$ cat config.mk
export PLATFORM = sky130hd
export DESIGN_NAME = lc3_ctrl_fsm
export DESIGN_NICKNAME = d
export VERILOG_FILES = /design/src/rtl/lc3_ctrl_pkg.sv /design/src/rtl/lc3_ctrl_rom.sv /design/src/rtl/lc3_ctrl_fsm.sv
export SDC_FILE = /design/constraint.sdc
export NUM_CORES = 1
export LEC_CHECK = 0
export CAP_MARGIN = 30
export CORE_MARGIN = 2
export CORE_UTILIZATION = 40
export DETAILED_ROUTE_END_ITERATION = 8
export PLACE_DENSITY = 0.78
export SLEW_MARGIN = 15
export SYNTH_ARGS = -nofsm -noshare
export SYNTH_HDL_FRONTEND = slang
export SYNTH_SLANG_ARGS = --single-unit
$ cat constraint.sdc
create_clock -name CLK -period 2 [get_ports CLK]
set_clock_uncertainty 0.1 [all_clocks]
set_input_delay 0.4 -clock CLK [delete_from_list [all_inputs] [get_ports CLK]]
set_output_delay 0.4 -clock CLK [all_outputs]
set_load 0.05 [all_outputs]
$ cat src/rtl/lc3_ctrl_pkg.sv
// Shared types for the LC-3 microsequencer: state numbering, opcodes, mux encodings, control word.
// LC3_JSR_EN adds the JSR/JSRR states 4, 20 and 21.
package lc3_ctrl_pkg;

  localparam int unsigned STATE_W = 6;
  localparam int unsigned OP_W    = 4;

  typedef enum logic [STATE_W-1:0] {
    S0  = 6'd0,
    S1  = 6'd1,
    S2  = 6'd2,
    S3  = 6'd3,
`ifdef LC3_JSR_EN
    S4  = 6'd4,
    S20 = 6'd20,
    S21 = 6'd21,
`endif
    S5  = 6'd5,
    S9  = 6'd9,
    S12 = 6'd12,
    S14 = 6'd14,
    S16 = 6'd16,
    S18 = 6'd18,
    S22 = 6'd22,
    S23 = 6'd23,
    S25 = 6'd25,
    S27 = 6'd27,
    S32 = 6'd32,
    S33 = 6'd33,
    S35 = 6'd35,
    S63 = 6'd63
  } state_e;

  localparam logic [OP_W-1:0] OP_BR  = 4'b0000;
  localparam logic [OP_W-1:0] OP_ADD = 4'b0001;
  localparam logic [OP_W-1:0] OP_LD  = 4'b0010;
  localparam logic [OP_W-1:0] OP_ST  = 4'b0011;
  localparam logic [OP_W-1:0] OP_JSR = 4'b0100;
  localparam logic [OP_W-1:0] OP_AND = 4'b0101;
  localparam logic [OP_W-1:0] OP_NOT = 4'b1001;
  localparam logic [OP_W-1:0] OP_JMP = 4'b1100;
  localparam logic [OP_W-1:0] OP_LEA = 4'b1110;

  localparam logic [1:0] PCMUX_INC   = 2'd0;
  localparam logic [1:0] PCMUX_BUS   = 2'd1;
  localparam logic [1:0] PCMUX_ADDER = 2'd2;

  localparam logic [1:0] ADDR2_ZERO  = 2'd0;
  localparam logic [1:0] ADDR2_OFF6  = 2'd1;
  localparam logic [1:0] ADDR2_OFF9  = 2'd2;
  localparam logic [1:0] ADDR2_OFF11 = 2'd3;

  localparam logic [1:0] ALUK_ADD   = 2'd0;
  localparam logic [1:0] ALUK_AND   = 2'd1;
  localparam logic [1:0] ALUK_NOT   = 2'd2;
  localparam logic [1:0] ALUK_PASSA = 2'd3;

  typedef struct packed {
    logic       ld_mar;
    logic       ld_mdr;
    logic       ld_ir;
    logic       ld_ben;
    logic       ld_reg;
    logic       ld_cc;
    logic       ld_pc;
    logic       gate_pc;
    logic       gate_mdr;
    logic       gate_alu;
    logic       gate_marmux;
    logic [1:0] pcmux;
    logic       addr1mux;
    logic [1:0] addr2mux;
    logic       drmux;
    logic       sr1mux;
    logic       marmux;
    logic [1:0] aluk;
    logic       mio_en;
    logic       r_w;
  } ctrl_word_t;

endpackage

$ cat src/rtl/lc3_ctrl_rom.sv
// Control store: pure state -> control-word decode. LC3_JSR_EN adds words for states 4/20/21.
module lc3_ctrl_rom
  import lc3_ctrl_pkg::*;
(
  input  state_e     state,
  output ctrl_word_t cw_c
);

  always_comb begin
    cw_c = '0;
    case (state)
      S18: begin cw_c.ld_mar = 1'b1; cw_c.gate_pc = 1'b1; cw_c.ld_pc = 1'b1; cw_c.pcmux = PCMUX_INC; end
      S33, S25: begin cw_c.ld_mdr = 1'b1; cw_c.mio_en = 1'b1; end
      S35: begin cw_c.gate_mdr = 1'b1; cw_c.ld_ir = 1'b1; end
      S32: cw_c.ld_ben = 1'b1;
      S1, S5, S9: begin
        cw_c.gate_alu = 1'b1;
        cw_c.ld_reg   = 1'b1;
        cw_c.ld_cc    = 1'b1;
        cw_c.sr1mux   = 1'b1;
        cw_c.aluk     = (state == S1) ? ALUK_ADD : (state == S5) ? ALUK_AND : ALUK_NOT;
      end
      S22: begin cw_c.ld_pc = 1'b1; cw_c.pcmux = PCMUX_ADDER; cw_c.addr2mux = ADDR2_OFF9; end
      S12: begin
        cw_c.ld_pc    = 1'b1;
        cw_c.pcmux    = PCMUX_ADDER;
        cw_c.addr1mux = 1'b1;
        cw_c.addr2mux = ADDR2_ZERO;
      end
      S14: begin
        cw_c.gate_marmux = 1'b1;
        cw_c.marmux      = 1'b1;
        cw_c.ld_reg      = 1'b1;
        cw_c.ld_cc       = 1'b1;
        cw_c.addr2mux    = ADDR2_OFF9;
      end
      // LD/ST effective address PC+off9 through MARMUX into MAR
      S2, S3: begin
        cw_c.ld_mar      = 1'b1;
        cw_c.gate_marmux = 1'b1;
        cw_c.marmux      = 1'b1;
        cw_c.addr2mux    = ADDR2_OFF9;
      end
      S27: begin cw_c.gate_mdr = 1'b1; cw_c.ld_reg = 1'b1; cw_c.ld_cc = 1'b1; end
      S23: begin cw_c.ld_mdr = 1'b1; cw_c.gate_alu = 1'b1; cw_c.aluk = ALUK_PASSA; cw_c.sr1mux = 1'b0; end
      S16: begin cw_c.mio_en = 1'b1; cw_c.r_w = 1'b1; end
`ifdef LC3_JSR_EN
      S4: begin cw_c.drmux = 1'b1; cw_c.gate_pc = 1'b1; cw_c.ld_reg = 1'b1; end
      S21: begin
        cw_c.ld_pc    = 1'b1;
        cw_c.pcmux    = PCMUX_ADDER;
        cw_c.addr1mux = 1'b0;
        cw_c.addr2mux = ADDR2_OFF11;
      end
      S20: begin
        cw_c.ld_pc    = 1'b1;
        cw_c.pcmux    = PCMUX_ADDER;
        cw_c.addr1mux = 1'b1;
        cw_c.addr2mux = ADDR2_ZERO;
      end
`endif
      default: cw_c = '0;
    endcase
  end

endmodule

$ cat src/rtl/lc3_ctrl_fsm.sv
// LC-3 microsequencer: next-state logic, memory-ready timeout and sticky halt/timeout flags.
// Define LC3_JSR_EN to make opcode 0100 (JSR/JSRR) legal.
module lc3_ctrl_fsm
  import lc3_ctrl_pkg::*;
#(
  parameter int unsigned R_TIMEOUT = 0,
  parameter int unsigned TO_W      = 8
) (
  input  logic       CLK,
  input  logic       RST,
  input  logic [4:0] IR,
  input  logic       BEN,
  input  logic       R,
  output logic       LD_MAR,
  output logic       LD_MDR,
  output logic       LD_IR,
  output logic       LD_BEN,
  output logic       LD_REG,
  output logic       LD_CC,
  output logic       LD_PC,
  output logic       GATE_PC,
  output logic       GATE_MDR,
  output logic       GATE_ALU,
  output logic       GATE_MARMUX,
  output logic [1:0] PCMUX,
  output logic       ADDR1MUX,
  output logic [1:0] ADDR2MUX,
  output logic       DRMUX,
  output logic       SR1MUX,
  output logic       MARMUX,
  output logic [1:0] ALUK,
  output logic       MIO_EN,
  output logic       R_W,
  output logic [5:0] STATE,
  output logic       HALTED,
  output logic       TIMEOUT
);

  localparam logic [TO_W-1:0] TO_LAST = TO_W'((R_TIMEOUT == 0) ? 0 : R_TIMEOUT - 1);

  state_e            state_q, state_n;
  logic [TO_W-1:0]   to_cnt_q, to_cnt_n;
  logic              halted_q, timeout_q;
  logic              waiting_c, to_hit_c;
  ctrl_word_t        cw_c;

  always_ff @(posedge CLK or posedge RST) begin
    if (RST) begin
      state_q   <= S18;
      to_cnt_q  <= '0;
      halted_q  <= 1'b0;
      timeout_q <= 1'b0;
    end else begin
      state_q  <= state_n;
      to_cnt_q <= to_cnt_n;
      if (state_n == S63) halted_q  <= 1'b1;
      if (to_hit_c)       timeout_q <= 1'b1;
    end
  end

  always_comb begin
    state_n   = state_q;
    to_cnt_n  = to_cnt_q;
    waiting_c = ((state_q == S33) || (state_q == S25) || (state_q == S16)) && !R;
    to_hit_c  = (R_TIMEOUT != 0) && waiting_c && (to_cnt_q == TO_LAST);
    case (state_q)
      S18: state_n = S33;
      S33: if (R) state_n = S35;
      S35: state_n = S32;
      S32: begin
        case (IR[4:1])
          OP_ADD:  state_n = S1;
          OP_AND:  state_n = S5;
          OP_NOT:  state_n = S9;
          OP_BR:   state_n = S0;
          OP_JMP:  state_n = S12;
          OP_LEA:  state_n = S14;
          OP_LD:   state_n = S2;
          OP_ST:   state_n = S3;
`ifdef LC3_JSR_EN
          OP_JSR:  state_n = S4;
`endif
          default: state_n = S63;
        endcase
      end
      // BEN was registered at the S32->S0 edge, so it is valid here
      S0:  state_n = BEN ? S22 : S18;
      S2:  state_n = S25;
      S25: if (R) state_n = S27;
      S3:  state_n = S23;
      S23: state_n = S16;
      S16: if (R) state_n = S18;
`ifdef LC3_JSR_EN
      S4:  state_n = IR[0] ? S21 : S20;
      S20, S21: state_n = S18;
`endif
      S1, S5, S9, S12, S14, S22, S27: state_n = S18;
      S63: state_n = S63;
      default: state_n = S63;
    endcase
    if (to_hit_c) state_n = S63;
    // counter restarts on entry to a memory state and counts cycles spent waiting
    if ((state_n != state_q) && ((state_n == S33) || (state_n == S25) || (state_n == S16)))
      to_cnt_n = '0;
    else if (waiting_c)
      to_cnt_n = to_cnt_q + TO_W'(1);
  end

  lc3_ctrl_rom u_rom (
    .state (state_q),
    .cw_c  (cw_c)
  );

  assign LD_MAR      = cw_c.ld_mar;
  assign LD_MDR      = cw_c.ld_mdr;
  assign LD_IR       = cw_c.ld_ir;
  assign LD_BEN      = cw_c.ld_ben;
  assign LD_REG      = cw_c.ld_reg;
  assign LD_CC       = cw_c.ld_cc;
  assign LD_PC       = cw_c.ld_pc;
  assign GATE_PC     = cw_c.gate_pc;
  assign GATE_MDR    = cw_c.gate_mdr;
  assign GATE_ALU    = cw_c.gate_alu;
  assign GATE_MARMUX = cw_c.gate_marmux;
  assign PCMUX       = cw_c.pcmux;
  assign ADDR1MUX    = cw_c.addr1mux;
  assign ADDR2MUX    = cw_c.addr2mux;
  assign DRMUX       = cw_c.drmux;
  assign SR1MUX      = cw_c.sr1mux;
  assign MARMUX      = cw_c.marmux;
  assign ALUK        = cw_c.aluk;
  assign MIO_EN      = cw_c.mio_en;
  assign R_W         = cw_c.r_w;
  assign STATE       = state_q;
  assign HALTED      = halted_q;
  assign TIMEOUT     = timeout_q;

endmodule

==> results of run 1 <==
==> repair_timing <==
item / CTS
gates resized for setup: 17
endpoints found under the setup margin: 20
pin swaps: 10
setup buffers: 12
==> logic make-up after synthesis <==
group           Yosys count  synth area share
simple gates             77             0.400
compound gates           36             0.246
buf+inv                  22             0.141
flops                     7             0.167
xor+xnor                  4            0.0329
mux                       1           0.00939
other cells               1           0.00352
==> synthesized netlist by cell type (3+ instances only) <==
cell type  number  area, um^2
a211oi_1        3        22.5
a21oi_1        10        50.1
a31oi_1         3        18.8
and3_1          5        31.3
buf_2           6        30.0
buf_4          10        75.1
buf_6           3        33.8
dfrtp_1         5         125
nand2_1        12        45.0
nand2b_1        7        43.8
nand3b_1        3        22.5
nor2_1         17        63.8
nor2b_1         5        31.3
nor3_1          8        40.0
nor3b_1         3        22.5
o211ai_1        3        22.5
==> per-stage QoR <==
step / hold WS, ns / setup slack, ns
floorplan: 0.102 / -0.370
global placement: 0.357 / 0.0162
detailed placement: 0.362 / -0.0258
CTS: 0.280 / -0.221
==> run summary, run 1 <==
The total of flip-flops plus latches after synthesis came out at 7. Yosys mapped the design onto 47 distinct sky130hd cell types. The number of enable-type register cells in the synthesized netlist is 0. For this run, the number of Yosys warnings is 0. The initialized floorplan defines 18 standard-cell rows. The x dimension of the die is ~56 um. CTS built an H-tree with a depth of 1.

No sink is reached through more buffers than the 2 on the longest clock path. The number of instances in the synthesized netlist is 148. In this run, post-CTS hold repair placed 0 buffers. The initial core utilization is 0.426. The routability congestion estimate from global placement is 0.886. The half-perimeter wire length after placement is between 2000 and 3000 um.

The pin category terminating the worst setup path after the last repair is a top-level output. The post-synthesis sequential area ratio came out at 0.167. The tree is rooted in a clkbuf_4. The die is about 56 um tall. TritonCTS created 3 clock buffers. The clock drives 7 sinks. The total of buffers placed on input and output ports is 34.

The run stopped with a tool error. The mean cell area of the mapped netlist is a little over 7 um^2. The total placed instance area is 1940 um^2. For this run, asynchronously set or reset flops after synthesis account for 1.00. After global-route timing repair, the worst endpoint was LD_PC.

The mapped netlist covers 1070 um^2. 40 I/O pins were placed. Entering global routing, the biggest net connects 14 pins.

Progress stopped at 5_1_grt. The first error in the log reads "[ERROR DPL-0038] Utilization greater than 100%, impossible to legalize". Once placement completed, the tool counted placed cells totaling between 200 and 250. For this run, the leading register cell type out of synthesis is dfrtp_1.
==> inputs of run 2 (changes only) <==
Settings changed: CORE_UTILIZATION 40 to 25, PLACE_DENSITY 0.78 to default, PLACE_DENSITY_LB_ADDON from default to 0.15.
==> run 2 against run 1 <==
The flow now finishes, with violations (setup timing). Synthesized area unchanged. Synthesized cell count unchanged.
==> run summary, run 2 <==
The initial utilization of the core area, before any placement, comes to 0.263. Counting flops with an async set or reset pin after synthesis yields a share of 1.00. The number of violations reported at the end of detailed-routing iteration 0 is 62. The I/O pin count came out at 40. In this run the worst path has a maximum fanout of 7. After layout, the worst setup slack is -0.192 ns. The areal power density over the cells is 168 nW/um^2. The global-route total usage across every layer is 0.153. The post-synthesis sequential area ratio came out at 0.167.

The clock passes through at most 2 buffers. The post-layout instance area came out at roughly 2300 um^2. Global routing finished with a remaining overflow of 0. By count the netlist is led by nor2_1, nand2_1, a21oi_1, buf_4, nor3_1. The maximum number of pins on one net before global-route repair is 15. The total of flip-flops plus latches after synthesis is 7. The final number of hold-violating endpoints was 0. TritonCTS built the clock tree.

From bottom edge to top edge, the die measures 69.3 um. The number of antenna violations at the first check in global routing was 0. The signal on the critical path passes through buf_6 > and2b_2 > a21oi_2 > nor3_4 > or2_4 > buf_12. The H-tree depth reported by CTS came out at 1. The tree is rooted in a clkbuf_8. By instance count, the leading cell after synthesis is nor2_1. By area the synthesized netlist is led by dfrtp_1, buf_4, nor2_1. The share of the core filled with cells in the final layout came out at 0.577.

Among all stages on the critical path, the largest delay is contributed by dfstp_4. In this run the remaining antenna-violating nets after routing total 0. The half-perimeter wire length after placement is about 2700 um. The ratio of final minimum period to clock period is 1.10. The critical path is of the reg -> out type.

In the final routed layout, each cell accounts on average for 14.1 um. dfrtp_1 takes more of the synthesized area than any other cell. The library cell used most frequently in the layout, excluding fill and tap cells, is buf_4. After floorplanning, the core was sized to cover between 4000 and 5000 um^2. The number of inserted diodes is 0. In the layout the commonest cells are buf_4, buf_12, nand2_1, buf_6, nor2_1.

The final reports fail on setup timing. The number of warnings printed during yosys synthesis came out at 0. The count of different cell masters after synthesis is 47. STA classifies the critical path endpoint as a primary output. Before antenna repair, the detailed router went through 4 iterations.

Setup violations remaining at the end of the flow were counted as 16. The total of buffers placed on input and output ports is 34. The upper clock frequency limit is roughly 0.46 GHz.

The clock latency of the later-clocked register in the worst-skew pair came out at 0.22 ns. The number of enable-type register cells in the synthesized netlist is 0. The total placed instance area is 1990 um^2. The final-layout fill cell count is roughly 340.

At the end of routability-driven placement, the weighted congestion stood at roughly 0.9. The mapped cell area is 1070 um^2. The largest single stage delay on the critical path is between 0.6 and 0.7 ns. The per-cell via count in the routed design is between 5 and 6. The post-layout net count is between 200 and 250. The number of flip-flops under the largest register name is 6.

The number of clock buffers added by TritonCTS is 3. The proportion of layout cells with a drive suffix above 1 is 0.617. The path class of the tightest hold or removal check is in -> async. The die covers between 4000 and 5000 um^2.

Hold repair after CTS inserted 0 buffers. The total wire length after detailed routing came out at roughly 3700 um. The number of global-route vias before repair came to between 1k and 1.5k. The largest voltage drop on the vdd net is roughly 0.26 mV.

Compared with the post-synthesis result, the final layout area differs by 119%. Summing over every cut layer, the via total after detailed routing is 1351. In this run the horizontal extent of the chip is a little under 70 um. The number of clock sinks came out at 7. In the synthesized netlist the dominant register cell turns out to be dfrtp_1.

The number of maximum-capacitance violations is 0. For this run, design rule violations remaining after detail routing come to 0. Grouping stages by cell kind, the critical path spends the most delay in flip-flops.

The final number of max-transition violations is 0. The worst setup timing slack at the placement stage came out at -0.00902 ns. The design draws 0.000392 W. The clock transition at the registers of the reported paths is roughly 0.040 ns.

The first global-routing pass estimated 6190 um of wire. Counting every instance in the synthesized netlist gives roughly 150. The proportion of netlist area held by the largest area contributor is 0.117.

For the worst setup path, the data required time is about 1.5 ns. The initialized floorplan defines 23 standard-cell rows. STA classifies the critical path startpoint as a register. The average instance in the mapped netlist occupies roughly 7.2 um^2. The buffering stage count on the worst path with inverters included is 2. Setup repair after global routing could not meet its margin everywhere.

For the finished layout, the period the worst path requires is ~2.2 ns. The arrival time at the worst endpoint came out at between 1.5 and 2 ns. The leakage power total came out at around 0.94 nW. The flow ran to the end, but the final reports show violations.
-- run 2: logic make-up after synthesis --
group,count (synthesis),synth area share
xor gates and xnor gates,4,0.0329
other,1,0.00352
and+or+nand+nor,77,0.400
muxes,1,0.00939
DFF,7,0.167
buffers and inverters,22,0.141
AOI/OAI and AO/OA,36,0.246
-- run 2: final timing paths --
| path | startpoint | endpoint | slack, ns | cells after the start |
|---|---|---|---|---|
| worst max-delay path | STATE[4] | LD_PC | -0.19 | 6 |
| max in group asynchronous | RST | STATE[4] | 1.23 | 2 |
| worst min-delay path | RST | HALTED | 0.30 | 2 |
| worst max register to register | STATE[4] | STATE[0] | 0.16 | 8 |
| min in group CLK | HALTED | HALTED | 0.38 | 1 |
| worst min register to register | HALTED | HALTED | 0.38 | 1 |
-- run 2: stage by stage --
stage | TNS, ns | instances | hold WS, ns
after floorplan | -2.03 | 151 | 0.102
after global placement | -0.0219 | 245 | 0.364
after detailed placement | -0.00902 | 245 | 0.382
after CTS | -2.06 | 260 | 0.308
after global routing | -3.08 | 264 | 0.341
final | -2.09 | 264 | 0.302
-- run 2: power by group --
| group | internal (W) | leakage [nW] | switching (W) |
|---|---|---|---|
| Sequential | 0.000142 | 0.0632 | 0 |
| Combinational | 0.0000212 | 0.851 | 0.0000315 |
| Clock | 0.000138 | 0.0228 | 0.0000598 |
| Total | 0.000301 | 0.937 | 0.0000913 |
-- run 2: timing repair --
item / CTS / global route
pin swaps: 12 / 6
endpoints found under the hold margin: 0 / 0
setup buffers: 11 / 4
endpoints found under the setup margin: 19 / 20
resized for setup: 32 / 17
-- run 2: layout make-up --
type	count	area (um^2)	area share
multi-input combinational	122	1050	0.449
tap	50	62.6	0.0267
sequential	7	190	0.0813
clock buffer	4	45.0	0.0193
timing repair buffer	79	983	0.420
inverter	2	7.51	0.00321
-- run 2: routing by layer --
metal | vias to the layer above | global-route usage | wire length, um
met2 | 47 | 0.276 | 1930
met3 | 11 | 0.0218 | 181
met5 | - | 0 | 0
met4 | 0 | 0.0566 | 78
li1 | 660 | - | -
met1 | 633 | 0.183 | 1540
-- run 2: worst register-to-register path: cells and delay by family, from the launching register on --
kind	cells	cell delay, ns
DFF	1	0.65
buffers and inverters	3	0.40
AOI/OAI and AO/OA	3	0.37
and+or+nand+nor	2	0.19
Power figures use the tool's default switching activity.
